[config.mk]
export PLATFORM = sky130hd
export DESIGN_NAME = logic_unit_pipe
export DESIGN_NICKNAME = d
export VERILOG_FILES = /design/src/rtl/logic_unit_pkg.sv /design/src/rtl/logic_unit_core.sv /design/src/rtl/logic_unit_pipe.sv
export SDC_FILE = /design/constraint.sdc
export NUM_CORES = 1
export LEC_CHECK = 0
export CAP_MARGIN = 25
export CORE_AREA = 4 4 68 70
export DETAILED_ROUTE_END_ITERATION = 10
export DIE_AREA = 0 0 72 74
export PLACE_DENSITY = 0.78
export SLEW_MARGIN = 5
export SYNTH_ARGS = -nofsm -noshare
export SYNTH_HDL_FRONTEND = slang
export SYNTH_SLANG_ARGS = --single-unit
[constraint.sdc]
create_clock -name clk -period 4.5 [get_ports clk]
set_clock_uncertainty 0.1 [all_clocks]
set_input_delay 0.9 -clock clk [delete_from_list [all_inputs] [get_ports clk]]
set_output_delay 0.9 -clock clk [all_outputs]
set_load 0.05 [all_outputs]
[src/rtl/logic_unit_pkg.sv]
// Shared opcode encoding and default sizes for the pipelined logic unit.
// The optional reduction outputs of logic_unit_pipe are enabled by LOGIC_UNIT_REDUCE_EN.
package logic_unit_pkg;

  localparam int OP_W      = 3;
  localparam int DEF_WIDTH = 8;
  localparam int DEF_CNT_W = 16;

  typedef enum logic [OP_W-1:0] {
    OP_AND  = 3'd0,
    OP_OR   = 3'd1,
    OP_XOR  = 3'd2,
    OP_NAND = 3'd3,
    OP_NOR  = 3'd4,
    OP_XNOR = 3'd5,
    OP_NOT  = 3'd6,
    OP_ILL  = 3'd7
  } op_e;

endpackage

[src/rtl/logic_unit_core.sv]
// Combinational opcode decode: bitwise result plus illegal-opcode flag.
module logic_unit_core
  import logic_unit_pkg::*;
#(
  parameter int WIDTH = DEF_WIDTH
) (
  input  logic [OP_W-1:0]  op,
  input  logic [WIDTH-1:0] a,
  input  logic [WIDTH-1:0] b,
  output logic [WIDTH-1:0] y,
  output logic             err
);

  always_comb begin
    y   = '0;
    err = 1'b0;
    case (op_e'(op))
      OP_AND:  y = a & b;
      OP_OR:   y = a | b;
      OP_XOR:  y = a ^ b;
      OP_NAND: y = ~(a & b);
      OP_NOR:  y = ~(a | b);
      OP_XNOR: y = ~(a ^ b);
      OP_NOT:  y = ~a;
      default: err = 1'b1;
    endcase
  end

endmodule

[src/rtl/logic_unit_pipe.sv]
// One-stage valid/ready logic unit with a saturating handshake counter.
// Defining LOGIC_UNIT_REDUCE_EN adds registered AND/OR/XOR reductions of y.
module logic_unit_pipe
  import logic_unit_pkg::*;
#(
  parameter int WIDTH = DEF_WIDTH,
  parameter int CNT_W = DEF_CNT_W
) (
  input  logic             clk,
  input  logic             rst_n,
  input  logic             in_valid,
  output logic             in_ready,
  input  logic [OP_W-1:0]  op,
  input  logic [WIDTH-1:0] a,
  input  logic [WIDTH-1:0] b,
  output logic             out_valid,
  input  logic             out_ready,
  output logic [WIDTH-1:0] y,
  output logic             err,
`ifdef LOGIC_UNIT_REDUCE_EN
  output logic             y_red_and,
  output logic             y_red_or,
  output logic             y_red_xor,
`endif
  output logic [CNT_W-1:0] op_count
);

  localparam logic [CNT_W-1:0] CNT_MAX = {CNT_W{1'b1}};

  logic [WIDTH-1:0] w_y;
  logic             w_err;
  logic             w_accept;
  logic             w_hs;

  logic             r_valid_p0;
  logic [WIDTH-1:0] r_y_p0;
  logic             r_err_p0;
  logic [CNT_W-1:0] r_cnt;

  logic_unit_core #(
    .WIDTH (WIDTH)
  ) u_core (
    .op  (op),
    .a   (a),
    .b   (b),
    .y   (w_y),
    .err (w_err)
  );

  assign in_ready = !r_valid_p0 || out_ready;
  assign w_accept = in_valid && in_ready;
  assign w_hs     = r_valid_p0 && out_ready;

  // Result stage: a simultaneous accept and handshake keeps the slot full with new data.
  always_ff @(posedge clk) begin
    if (!rst_n) begin
      r_valid_p0 <= 1'b0;
      r_y_p0     <= '0;
      r_err_p0   <= 1'b0;
      r_cnt      <= '0;
    end else begin
      if (w_accept) begin
        r_valid_p0 <= 1'b1;
        r_y_p0     <= w_y;
        r_err_p0   <= w_err;
      end else if (w_hs) begin
        r_valid_p0 <= 1'b0;
      end
      if (w_hs && (r_cnt != CNT_MAX)) begin
        r_cnt <= r_cnt + 1'b1;
      end
    end
  end

`ifdef LOGIC_UNIT_REDUCE_EN
  logic r_red_and_p0;
  logic r_red_or_p0;
  logic r_red_xor_p0;

  always_ff @(posedge clk) begin
    if (!rst_n) begin
      r_red_and_p0 <= 1'b0;
      r_red_or_p0  <= 1'b0;
      r_red_xor_p0 <= 1'b0;
    end else if (w_accept) begin
      r_red_and_p0 <= !w_err && (&w_y);
      r_red_or_p0  <= !w_err && (|w_y);
      r_red_xor_p0 <= !w_err && (^w_y);
    end
  end

  assign y_red_and = r_red_and_p0;
  assign y_red_or  = r_red_or_p0;
  assign y_red_xor = r_red_xor_p0;
`endif

  assign out_valid = r_valid_p0;
  assign y         = r_y_p0;
  assign err       = r_err_p0;
  assign op_count  = r_cnt;

endmodule

==> impl_metrics.csv, run 1 <==
group,metric,value,unit
clock_network,numCtsBuffers,3,
power_and_ir_drop,ir_drop,0.128,mV
route,drt.antenna.violating_nets,0,
die,num_io_pins,50,
global_routing,grt_use_met1,0.189,
die,fp-row-count,23,
place,io_buffers,49,
worst_setup_path,critPathLaunchType,"primary input",
die,fp.dieW,72,um
worst_setup_path,critPathCaptureType,"output port",
clock_network,clockRootBuffer,"clkbuf_8",
logic_synthesis,netlist_instances,243,
route,drc_errors,0,
global_routing,grt_use_total,0.158,
logic_synthesis,synth_area,0.00190,mm2
finish,nFillCells,376,
finish,final_cell_mix,"clkdlybuf4s50_1, dfxtp_1, inv_1, nand2_1, nor2_1",
clock_network,post_cts_resized,0,
logic_synthesis,synth_edf_count,0,
timing,fmax,0.296,GHz
clock_network,cts_max_path_buffers,2,
route,via_count,1793,
timing,hold_viol_final,0,
finish,fin_cells,336,
worst_setup_path,required,3500,ps
finish,area_growth,29.4,%
global_routing,grt_overflow,0,
finish,seq_area,520,um2
route,viasPerCell,5.34,
run_status,status,"completed",
worst_setup_path,crit_type,"in2out",
logic_synthesis,ys.flop_type,"dfxtp_1",
worst_hold_path,hp-class,"reg2reg",
worst_setup_path,worstPathArrival,2380,ps
route,routed_wl,4.03,mm
clock_network,clkSlewWorstSetupHoldPaths,80,ps
global_routing,grt.met2_usage,0.298,
timing,setup_viol,0,
clock_network,clock-sinks,26,
power_and_ir_drop,cellPowerDensity,208,mW/mm2
clock_network,htreeDepth,1,
worst_setup_path,cp_common_cell,"clkdlybuf4s50_1",
global_routing,grt_first_pass_wirelength,7.00,mm
worst_setup_path,critical_path.max_stage_delay,830,ps
global_routing,grt_max_degree,30,
place,gp_routability_congestion,0.813,
worst_setup_path,path_cells,"clkdlybuf4s50_1 > nand2b_1 > clkdlybuf4s50_1",
place,place_inst,333,
route,first_pass_iters,4,
timing,grt_setup_unrepaired,"false",
logic_synthesis,avgSynthCellArea,7.81,um2
die,start_util,0.478,
timing,drv_slew,0,
power_and_ir_drop,power.leakage,1.01,nW
die,die_area,0.00533,mm2
worst_setup_path,slowest_stage,"clkdlybuf4s50_1",
logic_synthesis,ys_seq_area_frac,0.274,
timing,post-route-period-util,0.751,
timing,finalSetupTns,0,ps
timing,worstMarginPinSlew,841,ps
worst_setup_path,crit_fanout,5,
die,core,0.00397,mm2
timing,min_period,3380,ps
finish,layout_commonest_cell,"clkdlybuf4s50_1",
global_routing,grt_pass1_vias,1667,
clock_network,cts_hold_buf,0,
logic_synthesis,ys_warn_count,0,
place,dpl.hpwl,3.29,mm
finish,layout-drive-gt1-share,0.0280,
finish,fin_nets,328,
logic_synthesis,yosysUniqueCellTypes,43,
die,dieHeight,74,um
job,max_cap_viol_count,0,
logic_synthesis,synth.ff_latch_count,26,
finish,multi_input_area,0.00123,mm2
finish,num_antenna_cells,0,
route,drt_iter0_markers,121,
worst_setup_path,rrSetupSlack,2560,ps
global_routing,grt-busiest-layer,"met2",
clock_network,cts_setup_buffers,0,
clock_network,clk_latency,270,ps
clock_network,cts_tree,"built",
logic_synthesis,async_flop_share,0,
timing,slew_headroom,0.437,
global_routing,grt.met3_usage,0.0189,
logic_synthesis,syn_nets,283,
route,wl_per_cell,12.0,um
global_routing,antenna_found_initial,0,
[layer usage]
layer,vias up,wire (um)
met3,6,211
met2,44,1990
met4,0,60
li1,937,-
met5,-,0
met1,806,1770
[cell families after synthesis]
kind of cell | synth area share
buf+inv | 0.0765
simple gates | 0.249
flops | 0.274
mux | 0.0639
xor+xnor | 0.0508
compound gates | 0.174
fa+ha+maj | 0.112
[area by class of cell]
| type | count | area share |
|---|---|---|
| Sequential cell | 26 | 0.212 |
| Multi-Input combinational cell | 181 | 0.502 |
| Tap cell | 50 | 0.0255 |
| Timing Repair Buffer | 51 | 0.206 |
| Inverter | 25 | 0.0382 |
| Clock buffer | 3 | 0.0168 |
[critical path, delay by kind of cell]
family,cells,cell delay (ps)
buffers and inverters,2,1300
AND/OR/NAND/NOR,1,180
[metrics by stage]
| stage | power, mW | hold WS, ps | cell area (um2) | setup slack [ps] | util |
|---|---|---|---|---|---|
| 5_1_grt | 0.537 | 380 | 2460 | 1040 | 0.618 |
| 4_1_cts | 0.516 | 362 | 2460 | 1120 | 0.618 |
| 2_1_floorplan | 0.339 | 561 | 1900 | 2130 | - |
| 3_5_place_dp | 0.389 | 348 | 2410 | 1130 | 0.608 |
| 3_3_place_gp | 0.387 | 342 | 2410 | 1130 | 0.608 |
| 6_report | 0.510 | 357 | 2460 | 1120 | 0.618 |
[cell usage after synthesis, types with 4 or more instances]
master / count / share of area
a211oi_1: 5 / 0.020
a21oi_1: 10 / 0.026
buf_2: 5 / 0.013
clkbuf_1: 5 / 0.0099
dfxtp_1: 26 / 0.27
ha_1: 17 / 0.11
inv_1: 24 / 0.047
mux2i_1: 11 / 0.058
nand2_1: 24 / 0.047
nand2b_1: 6 / 0.020
nand3_1: 10 / 0.026
nand4_1: 6 / 0.020
nor2_1: 23 / 0.045
nor2b_1: 4 / 0.013
nor3_1: 5 / 0.013
o21ai_1: 10 / 0.026
xor2_1: 10 / 0.046
[flip-flops by register name, summed over array words and instances, names as in the netlist]
name and count:
op_count 16, y 8, err 1, out_valid 1
[where the power goes]
| group | internal (mW) | leakage, nW | switching (mW) |
|---|---|---|---|
| combinational | 0.0622 | 0.782 | 0.0789 |
| sequential | 0.237 | 0.211 | 0.00474 |
| clock | 0.0600 | 0.0216 | 0.0677 |
[worst paths after layout]
path	start	end	cells after the start
min reg2reg	y[7]	y[7]	2
max reg2reg	op_count[0]	op_count[4]	6
min	y[7]	y[7]	2
max	out_ready	in_ready	3
Note: power is estimated with default switching activity, not from simulation.
==> inputs of run 2 (changes only) <==
--- a/config.mk
+++ b/config.mk
@@ -6,10 +6,10 @@
 export NUM_CORES = 1
 export LEC_CHECK = 0
 export CAP_MARGIN = 25
-export CORE_AREA = 4 4 68 70
+export CORE_AREA = 4 4 71 73
 export DETAILED_ROUTE_END_ITERATION = 10
-export DIE_AREA = 0 0 72 74
-export PLACE_DENSITY = 0.78
+export DIE_AREA = 0 0 75 77
+export PLACE_DENSITY = 0.75
 export SLEW_MARGIN = 5
 export SYNTH_ARGS = -nofsm -noshare
 export SYNTH_HDL_FRONTEND = slang
==> constraint.sdc (replaced) <==
create_clock -name clk -period 2.7 [get_ports clk]
set_clock_uncertainty 0.1 [all_clocks]
set_input_delay 0.54 -clock clk [delete_from_list [all_inputs] [get_ports clk]]
set_output_delay 0.54 -clock clk [all_outputs]
set_load 0.05 [all_outputs]
==> run 2 against run 1 <==
Against the previous run:
- final cell count rose by 2.4%
- core utilization is 4.1 points lower
- combinational power grew 74%
- critical path depth is 2 lower
- via count grew 2.0%
- global-route usage is 1.1 points lower
- sequential share of layout area decreased by 0.49 points
- clock power increased by 66%
- critical path type is now reg2out
- largest cell class unchanged
==> impl_metrics.csv, run 2 (synthesis gave the netlist of run 1 again) <==
group,metric,value,unit
finish,final_area,0.00251,mm2
worst_setup_path,critPathBufInv,1,
clock_network,post_cts_resized,0,
power_and_ir_drop,switching_share,0.297,
finish,final_util,0.577,
die,num_io_pins,50,
global_routing,grt_use_total,0.148,
route,drt.antenna.violating_nets,0,
worst_setup_path,crit_type,"reg2out",
worst_setup_path,rrSetupSlack,760,ps
route,routed_wl,4.20,mm
worst_setup_path,worstSetupStartpoint,"op_count[0]",
route,first_pass_iters,4,
timing,drv_slew,0,
power_and_ir_drop,ir_drop,0.166,mV
finish,fin_cells,344,
finish,nFillCells,397,
timing,grt_setup_unrepaired,"false",
clock_network,clockRootBuffer,"clkbuf_8",
timing,hold_viol_final,0,
power_and_ir_drop,clkPwrFrac,0.248,
die,start_util,0.436,
worst_setup_path,path_cells,"clkdlybuf4s50_1",
run_status,status,"completed",
global_routing,grt_max_degree,21,
power_and_ir_drop,power.internal,605,uW
route,wl_per_cell,12.2,um
finish,final_cell_mix,"clkdlybuf4s50_1, dfxtp_1, inv_1, nand2_1, nor2_1",
clock_network,cts_setup_buffers,0,
die,core,0.00435,mm2
timing,hold_slack,356,ps
timing,setup_viol,0,
clock_network,htreeDepth,1,
place,placed_cell_area,0.00247,mm2
clock_network,cts_max_path_buffers,2,
die,fp-row-count,24,
timing,fmax,0.456,GHz
worst_setup_path,cp_top_family,"buffers and inverters",
finish,layout_commonest_cell,"clkdlybuf4s50_1",
route,drt_iter0_markers,94,
finish,largest_reg_flops,16,
timing,finalSetupTns,0,ps
worst_setup_path,r2r_start,"op_count[0]",
timing,setup_ws,506,ps
finish,area_growth,32.4,%
power_and_ir_drop,finalPower,862,uW
power_and_ir_drop,cellPowerDensity,343,mW/mm2
clock_network,clock-sinks,26,
worst_setup_path,critPathCaptureType,"output port",
place,gp_routability_congestion,0.841,
die,die_area,0.00578,mm2
power_and_ir_drop,p_switching,256,uW
die,dieHeight,77,um
die,fp.dieW,75,um
finish,layout-drive-gt1-share,0.0514,
timing,slew_headroom,0.653,
global_routing,grt_pass1_vias,1598,
power_and_ir_drop,power_frac_comb,0.285,
worst_setup_path,worstPathArrival,1550,ps
place,pre_cts_ws,266,ps
route,drc_errors,0,
power_and_ir_drop,sequentialPowerShare,0.467,
clock_network,cts_tree,"built",
worst_setup_path,slowest_stage,"clkdlybuf4s50_1",
power_and_ir_drop,power.leakage,1.05,nW
finish,fin_nets,334,
clock_network,cts_hold_buf,0,
clock_network,numCtsBuffers,3,
timing,min_period,2190,ps
global_routing,grt_first_pass_wirelength,6.99,mm
clock_network,clk_latency,270,ps
global_routing,grt_overflow,0,
global_routing,antenna_found_initial,0,
route,via_count,1828,
worst_hold_path,min_from,"y[5]",
place,place_inst,341,
job,max_cap_viol_count,0,
place,dpl.hpwl,3.33,mm
worst_setup_path,crit_fanout,5,
finish,num_antenna_cells,0,
place,io_buffers,49,
timing,worstMarginPinSlew,519,ps
worst_setup_path,required,2060,ps
worst_setup_path,critical_path.max_stage_delay,850,ps
timing,post-route-period-util,0.813,
clock_network,clkSlewWorstSetupHoldPaths,80,ps
route,viasPerCell,5.31,
worst_setup_path,critPathLaunchType,"register",
worst_hold_path,hp-class,"reg2reg",
## run 2: layout make-up
class,instances,area (um2),area share
multi-input cells,181,1230,0.490
repair buffers,57,561,0.223
inverters,25,93.8,0.0373
well taps,52,65.1,0.0259
clock buffers,3,41.3,0.0164
flip-flops and latches,26,520,0.207
## run 2: routing by layer
metal,vias to the layer above,share of wire,GRT usage
li1,956,-,-
met4,0,0.010,0.0427
met3,4,0.056,0.0209
met2,47,0.47,0.248
met1,821,0.46,0.191
met5,-,0,0
## run 2: power groups by stage
| stage | logic (mW) | clock network (mW) | registers (mW) |
|---|---|---|---|
| after floorplan | 0.116 | 0 | 0.450 |
| after global placement | 0.242 | 0 | 0.412 |
| after detailed placement | 0.247 | 0 | 0.412 |
| after CTS | 0.247 | 0.223 | 0.403 |
| after global routing | 0.270 | 0.236 | 0.405 |
| final | 0.245 | 0.213 | 0.403 |
## run 2: path summary, 6_finish.rpt
kind | cells after the start | end
worst max register to register | 6 | op_count[3]
worst max-delay path | 1 | op_count[0]
worst min register to register | 2 | y[5]
worst min-delay path | 2 | y[5]
==> inputs of run 3 (changes only) <==
--- a/config.mk
+++ b/config.mk
@@ -6,10 +6,10 @@
 export NUM_CORES = 1
 export LEC_CHECK = 0
 export CAP_MARGIN = 25
-export CORE_AREA = 4 4 71 73
+export CORE_AREA = 4 4 68 70
 export DETAILED_ROUTE_END_ITERATION = 10
-export DIE_AREA = 0 0 75 77
-export PLACE_DENSITY = 0.75
+export DIE_AREA = 0 0 72 74
+export PLACE_DENSITY = 0.78
 export SLEW_MARGIN = 5
 export SYNTH_ARGS = -nofsm -noshare
 export SYNTH_HDL_FRONTEND = slang
==> constraint.sdc (replaced) <==
create_clock -name clk -period 2.08 [get_ports clk]
set_clock_uncertainty 0.1 [all_clocks]
set_input_delay 0.416 -clock clk [delete_from_list [all_inputs] [get_ports clk]]
set_output_delay 0.416 -clock clk [all_outputs]
set_load 0.05 [all_outputs]
==> run 3 against run 2 <==
Against the previous run:
- via count rose by 4.8%
- global-route usage rose by 2.3 points
- register-to-register slack got worse by 410 ps
- hold slack got worse by 6.6 ps
- first-iteration DRC count decreased by 1.1%
- clock-buffer cell count grew 1
- combinational power grew 39%
- sequential share of layout area decreased by 0.73 points
- critical path depth is the same
- critical endpoint is now op_count[7]
- wire length up 4.0%
==> impl_metrics.csv, run 3 (synthesis gave the netlist of run 1 again) <==
group,metric,value,unit
die,num_io_pins,50,
die,die_area,0.00533,mm2
worst_setup_path,cp_top_family,"buffers and inverters",
worst_setup_path,critPathCaptureType,"output port",
finish,nFillCells,356,
power_and_ir_drop,power.leakage,1.19,nW
place,place_inst,353,
power_and_ir_drop,finalPower,1.18,mW
timing,worstMarginPinSlew,628,ps
timing,drv_slew,0,
finish,fin_cells,357,
die,fp.dieW,72,um
clock_network,cts_hold_buf,0,
global_routing,grt_overflow,0,
finish,seq_area,520,um2
worst_setup_path,slowest_stage,"clkdlybuf4s50_1",
worst_setup_path,critPathBufInv,1,
die,dieHeight,74,um
global_routing,antenna_found_initial,0,
timing,post-route-period-util,0.975,
clock_network,clk_latency,270,ps
clock_network,clock-sinks,26,
global_routing,grt_use_total,0.170,
timing,setup_ws,51.3,ps
finish,area_growth,37.2,%
worst_setup_path,worstPathArrival,1510,ps
worst_setup_path,path_cells,"clkdlybuf4s50_1",
global_routing,grt-busiest-layer,"met2",
clock_network,numCtsBuffers,3,
route,first_pass_iters,4,
worst_setup_path,worstSetupStartpoint,"op_count[7]",
route,drt_iter0_markers,93,
route,drc_errors,0,
timing,hold_slack,349,ps
global_routing,grt.met3_usage,0.0189,
die,start_util,0.478,
finish,num_antenna_cells,0,
clock_network,cts_tree,"built",
route,via_count,1916,
clock_network,post_cts_resized,0,
die,core,0.00397,mm2
worst_setup_path,critical_path.max_stage_delay,830,ps
clock_network,cts_max_path_buffers,2,
timing,min_period,2030,ps
finish,fin_nets,348,
worst_setup_path,crit_type,"reg2out",
clock_network,cts_setup_buffers,0,
route,wl_per_cell,12.2,um
finish,largest_reg_flops,16,
timing,hold_viol_final,0,
place,pre_cts_ws,-184,ps
place,io_buffers,49,
job,max_cap_viol_count,0,
worst_hold_path,hp-class,"reg2reg",
finish,layout-drive-gt1-share,0.137,
place,gp_routability_congestion,0.804,
worst_setup_path,critPathLaunchType,"register",
worst_setup_path,required,1560,ps
route,viasPerCell,5.37,
global_routing,grt.met2_usage,0.314,
finish,final_util,0.656,
power_and_ir_drop,ir_drop,0.245,mV
clock_network,clockRootBuffer,"clkbuf_8",
route,drt.antenna.violating_nets,0,
timing,fmax,0.493,GHz
timing,slew_headroom,0.581,
power_and_ir_drop,cellPowerDensity,454,mW/mm2
worst_setup_path,crit_fanout,5,
global_routing,grt_max_degree,22,
worst_setup_path,r2r_start,"op_count[0]",
place,dpl.hpwl,3.56,mm
clock_network,clkSlewWorstSetupHoldPaths,80,ps
route,routed_wl,4.37,mm
global_routing,grt_pass1_vias,1745,
finish,multi_input_area,0.00123,mm2
timing,setup_viol,0,
clock_network,htreeDepth,1,
finish,final_cell_mix,"clkdlybuf4s50_1, buf_4, dfxtp_1",
run_status,status,"completed",
global_routing,grt_first_pass_wirelength,7.32,mm
timing,grt_setup_unrepaired,"false",
global_routing,grt_use_met1,0.199,
worst_hold_path,min_from,"y[7]",
die,fp-row-count,23,
## run 3: cell count changes in the layout (fill, tap and decap cells not counted)
cell,delta
buf_4,+26
clkdlybuf4s50_1,-14
dlymetal6s2s_1,+2
clkbuf_8,+1
## run 3: per-layer routing
metal	part of all wire	wire length, um	vias to the layer above
met5	0	0	-
met4	0.016	72	0
met3	0.056	244	5
met2	0.50	2180	43
met1	0.43	1870	878
li1	-	-	990
## run 3: report_power, final
part | switching, mW | total, mW | internal (mW)
Combinational | 0.183 | 0.341 | 0.158
Sequential | 0.00866 | 0.521 | 0.512
Clock | 0.153 | 0.322 | 0.169
Total | 0.344 | 1.18 | 0.839
## run 3: final timing paths
kind | endpoint | slack (ps) | cells after the start
worst max-delay path | op_count[7] | 50 | 1
worst min-delay path | y[7] | 350 | 2
worst max register to register | op_count[4] | 350 | 6
worst min register to register | y[7] | 350 | 2
## run 3: area by class of cell
class                   count  area share
multi-input cells         181       0.473
repair buffers             71       0.246
flip-flops and latches     26       0.200
inverters                  25      0.0360
well taps                  50      0.0240
clock buffers               4      0.0211
## run 3: metrics by stage
| stage | area, um2 | TNS, ps |
|---|---|---|
| after global routing | 2610 | 0 |
| final | 2610 | 0 |
| after detailed placement | 2540 | -556 |
| after global placement | 2540 | -282 |
| after CTS | 2600 | 0 |
| after floorplan | 1900 | 0 |
